<file path="src/rtl/alu_pkg.sv">
// Shared widths, operation encoding and operand/result types for the FIR-datapath ALU.
package alu_pkg;

  localparam int unsigned DATA_W = 16;
  localparam int unsigned RES_W  = 32;

  typedef enum logic [1:0] {
    OP_ADD = 2'b00,
    OP_MUL = 2'b01,
    OP_SUB = 2'b10,
    OP_MAC = 2'b11
  } op_e;

  typedef logic signed [DATA_W-1:0] operand_t;
  typedef logic signed [RES_W-1:0]  result_t;

endpackage

</file>
<file path="src/rtl/alu_mult.sv">
// Combinational signed W x W -> 2W multiplier, kept separate so a pipelined or
// DSP-mapped implementation can be dropped in later.
module alu_mult
  import alu_pkg::*;
#(
  parameter int unsigned W = DATA_W
) (
  input  logic signed [W-1:0]   a,
  input  logic signed [W-1:0]   b,
  output logic signed [2*W-1:0] product
);

  localparam int unsigned PW = 2 * W;

  // Sign-extend before multiplying so the full-width product is exact.
  assign product = PW'(a) * PW'(b);

endmodule

</file>
<file path="src/rtl/alu.sv">
// Two-stage signed ALU: add, multiply, subtract and (with ALU_MAC_EN defined)
// multiply-accumulate into a wrapping accumulator. Without ALU_MAC_EN, op 11 yields 0.
module alu
  import alu_pkg::*;
#(
  parameter int unsigned DATA_W = alu_pkg::DATA_W,
  parameter int unsigned RES_W  = alu_pkg::RES_W
) (
  input  logic                     clk,
  input  logic                     rst,
  input  logic [1:0]               op_sel,
  input  logic signed [DATA_W-1:0] a,
  input  logic signed [DATA_W-1:0] b,
  output logic signed [RES_W-1:0]  result
);

  if (RES_W < 2 * DATA_W) begin : g_width_check
    $error("alu: RES_W must be at least 2*DATA_W");
  end

  logic signed [DATA_W-1:0]   a_q;
  logic signed [DATA_W-1:0]   b_q;
  op_e                        op_q;
  logic signed [2*DATA_W-1:0] prod;
  logic signed [RES_W-1:0]    a_ext;
  logic signed [RES_W-1:0]    b_ext;
  logic signed [RES_W-1:0]    prod_ext;
  logic signed [RES_W-1:0]    res_next;

  // Stage 1: operand capture.
  always_ff @(posedge clk or negedge rst) begin
    if (!rst) begin
      a_q  <= '0;
      b_q  <= '0;
      op_q <= OP_ADD;
    end else begin
      a_q  <= a;
      b_q  <= b;
      op_q <= op_e'(op_sel);
    end
  end

  alu_mult #(
    .W(DATA_W)
  ) u_mult (
    .a      (a_q),
    .b      (b_q),
    .product(prod)
  );

  assign a_ext    = RES_W'(a_q);
  assign b_ext    = RES_W'(b_q);
  assign prod_ext = RES_W'(prod);

`ifdef ALU_MAC_EN
  logic signed [RES_W-1:0] acc;
  logic signed [RES_W-1:0] acc_next;

  // Accumulator wraps modulo 2^RES_W; only MAC ops touch it.
  assign acc_next = acc + prod_ext;

  always_ff @(posedge clk or negedge rst) begin
    if (!rst) begin
      acc <= '0;
    end else if (op_q == OP_MAC) begin
      acc <= acc_next;
    end
  end
`endif

  always_comb begin
    res_next = '0;
    case (op_q)
      OP_ADD:  res_next = a_ext + b_ext;
      OP_MUL:  res_next = prod_ext;
      OP_SUB:  res_next = a_ext - b_ext;
`ifdef ALU_MAC_EN
      OP_MAC:  res_next = acc_next;
`else
      OP_MAC:  res_next = '0;
`endif
      default: res_next = '0;
    endcase
  end

  // Stage 2: registered result.
  always_ff @(posedge clk or negedge rst) begin
    if (!rst) begin
      result <= '0;
    end else begin
      result <= res_next;
    end
  end

endmodule

</file>
<file path="config.mk">
export PLATFORM = sky130hd
export DESIGN_NAME = alu
export DESIGN_NICKNAME = d
export VERILOG_FILES = /design/src/rtl/alu_pkg.sv /design/src/rtl/alu_mult.sv /design/src/rtl/alu.sv
export SDC_FILE = /design/constraint.sdc
export NUM_CORES = 1
export LEC_CHECK = 0
export ABC_AREA = 0
export ABC_CLOCK_PERIOD_IN_PS = 11470
export CAP_MARGIN = 25
export CELL_PAD_IN_SITES_DETAIL_PLACEMENT = 1
export CELL_PAD_IN_SITES_GLOBAL_PLACEMENT = 1
export CORE_MARGIN = 1.5
export CORE_UTILIZATION = 35
export DETAILED_ROUTE_END_ITERATION = 6
export GPL_ROUTABILITY_DRIVEN = 0
export GPL_TIMING_DRIVEN = 0
export PLACE_DENSITY_LB_ADDON = 0.1
export SYNTH_ARGS = -nofsm -noshare
export SYNTH_HDL_FRONTEND = slang
export SYNTH_HIERARCHICAL = 1
export SYNTH_SLANG_ARGS = --single-unit
</file>
<file path="constraint.sdc">
create_clock -name clk -period 11.47 [get_ports clk]
set_input_delay 2.294 -clock clk [delete_from_list [all_inputs] [get_ports clk]]
set_output_delay 2.294 -clock clk [all_outputs]
set_load 0.05 [all_outputs]
</file>
==> out/results.tsv <==
metric	value	unit
P&R area growth vs syn	11.7	%
Post-synth EDFFs	0	
Crit path top cell by count	fa_1	
synth unique cells	79	
Core Footprint	38600	um^2
kind of start point of the critical path	flip-flop	
largest net degree at the start of global routing	67	
initial antenna violation count	4	
CTS tree	yes	
Via density	4.96	
syn_nets	1889	
Final nets	1967	
first-pass GRT wire length	68700	um
Remaining DRCs	0	
kind of cell adding the most delay to the critical path	adder cells	
final setup TNS	0	ns
Post-Synthesis Cells	1475	
Slew Viols, Final	0	
CP Capture Type	flip-flop	
Final min period	7.33	ns
Slew headroom	0.410	
drt total wl	43000	um
Synth async-reset ratio	1.00	
die area	40300	um^2
Max FO, Critical Path	10	
Root Driver	clkbuf_16	
Worst EP required	11.65	ns
outcome	complete, no violations	
vias after detailed routing	10300	
Max-Cap Viols	0	
cts hold-fix bufs	0	
vias in the first global route	11700	
RSZ-0062 raised after global routing	false	
row count	72	
Clock Latency Late Sink	0.34	ns
Final Setup Violations	0	
HPWL Detailed	35900	um
cell type with the highest aggregate area in the netlist	fa_1	
Reg clk slew, reported paths	0.05	ns
Final Non-Filler Cells	2075	
share of cells above drive strength 1	0.0392	
slowest cell on the critical path	fa_1	
DR pass1 iterations	4	
placed insts	2060	
count of input and output buffers	67	
Die Ht	201	um
area of placed instances	15000	um^2
worst-path cell chain	clkbuf_1 > nand2_1 > inv_1 > fa_1 > fa_1 > fa_1 > fa_1 > fa_1 > fa_1 > ha_1 > clkbuf_1 > and4_1 > nand4_1 > a211o_1 > a21o_1 > and3_1 > a311o_1 > inv_1 > a21oi_1	
post-CTS sizing	0	
DRT iter0 DRCs	351	
H-tree levels	3	
diode count	0	
grt total ovfl	0	
Final ANT Viol Nets	0	
synth warn	6	
Post-CTS Setup Bufs	0	
max layer used	met5	
Synth top area share	0.387	
sequential-to-total area share from yosys stat	0.121	
critical path's largest stage delay	0.88	ns
M1 wire length	19700	um
Sink Count	66	
Least-Margin Pin Slew	0.885	ns
die width	201	um
maximum clock insertion buffer count	2	
Area contributors post-synth	fa_1 39%, dfrtp_1 12%, ha_1 10%	
Worst Clk Skew	0.00477	ns
Final Hold Fails	0	
Final Util	0.396	
FF+latch count, synth	66	
fillcell total	4580	
Avg WL per Cell	20.7	um
period utilisation layout	0.639	
Buffers & Inverters on Critical Path	4	
post-route cell area	15300	um^2
Initial Util	0.355	
Top FF cell, synth	dfrtp_1	
cell area after synthesis	13700	um^2
maximum clock frequency	136	MHz
Hold WC Path Type	flip-flop to flip-flop	
met2 WL	20500	um
Setup CP Type	flip-flop to flip-flop	
I/O Pins	68	
CP Data Arrival Time	7.51	ns
syn_area_per_cell	9.27	um^2
CTS buffer count	9	
routed length on met3	1210	um
Tot GR Track Use	0.225	
-- cell usage after synthesis, types with 13 or more instances --
| library cell | count |
|---|---|
| nand2_1 | 165 |
| ha_1 | 114 |
| and2_1 | 123 |
| o21ai_0 | 36 |
| a21o_1 | 13 |
| xnor2_1 | 34 |
| fa_1 | 264 |
| clkbuf_1 | 37 |
| a21oi_1 | 45 |
| dfrtp_1 | 66 |
| nor2_1 | 49 |
| inv_1 | 334 |
-- state kept, by name, summed over array words and instances, names as in the netlist --
| name | count |
|---|---|
| op_q | 2 |
| b_q | 16 |
| a_q | 16 |
| result | 32 |
-- cells in the final DEF (no fill, tap or decap), types with 11 or more instances in the layout --
cell and count:
inv_1 334, fa_1 264, nand2_1 165, and2_1 123, ha_1 114, dfrtp_1 66, clkdlybuf4s50_1 66, nor2_1 49
a21oi_1 45, clkbuf_1 37, o21ai_0 36, xnor2_1 34, a21o_1 13, o211ai_1 12, a21oi_2 11
-- worst reg2reg max path, cell delays in order, from the launching register on --
cell and delay (ns):
dfrtp_1 0.70, clkbuf_1 0.53, nand2_1 0.18, inv_1 0.13
fa_1 0.56, fa_1 0.88, fa_1 0.53, fa_1 0.56
fa_1 0.43, fa_1 0.47, ha_1 0.29, clkbuf_1 0.29
and4_1 0.33, nand4_1 0.15, a211o_1 0.32, a21o_1 0.20
and3_1 0.15, a311o_1 0.35, inv_1 0.06, a21oi_1 0.06
-- metal layers --
metal / vias up / track usage
met5: - / 0
met2: 176 / 0.370
met3: 62 / 0.0239
li1: 4680 / -
met1: 5364 / 0.312
met4: 2 / 0.0744
-- stage by stage --
step	worst slack, ns	hold slack [ns]
finish	4.14	0.933
detailed placement	4.07	0.919
global placement	4.10	0.936
floorplan	5.33	0.634
global route	3.72	1.01
CTS	4.04	0.923
-- logic make-up (layout without fill, tap and decap cells) --
logic type               after synthesis  count (layout)  share of synthesized area
AND/OR/NAND/NOR                      398             398                      0.143
adder cells (fa/ha/maj)              378             378                      0.491
AO/OA/AOI/OAI                        197             197                      0.104
multiplexers                           4               4                    0.00311
flip-flops                            66              66                      0.121
XOR/XNOR                              43              43                     0.0275
buffers and inverters                389             471                      0.110
-- final timing paths --
check | from | to | slack [ns] | depth (start not counted)
min reg2reg | op_q[1]$_DFF_PN0_ | result[11]$_DFF_PN0_ | 0.93 | 3
max in group asynchronous | rst | a_q[1]$_DFF_PN0_ | 8.84 | 1
min in group asynchronous | rst | a_q[15]$_DFF_PN0_ | 2.06 | 1
min | op_q[1]$_DFF_PN0_ | result[11]$_DFF_PN0_ | 0.93 | 3
max reg2reg | b_q[2]$_DFF_PN0_ | result[30]$_DFF_PN0_ | 4.14 | 19
max | b_q[2]$_DFF_PN0_ | result[30]$_DFF_PN0_ | 4.14 | 19
-- cell type report --
class / count / area [um^2] / area share
Inverter: 337 / 1260 / 0.0828
Clock buffer: 13 / 280 / 0.0183
Sequential cell: 66 / 1650 / 0.108
Multi-Input combinational cell: 1020 / 10500 / 0.688
Clock inverter: 2 / 10.0 / 0.000655
Tap cell: 518 / 648 / 0.0424
Buffer: 52 / 245 / 0.0160
Timing Repair Buffer: 67 / 668 / 0.0437
Power is left out: the tool's default activity adds up to more than one toggle a clock period on the data nets, which glitch-free logic cannot reach.
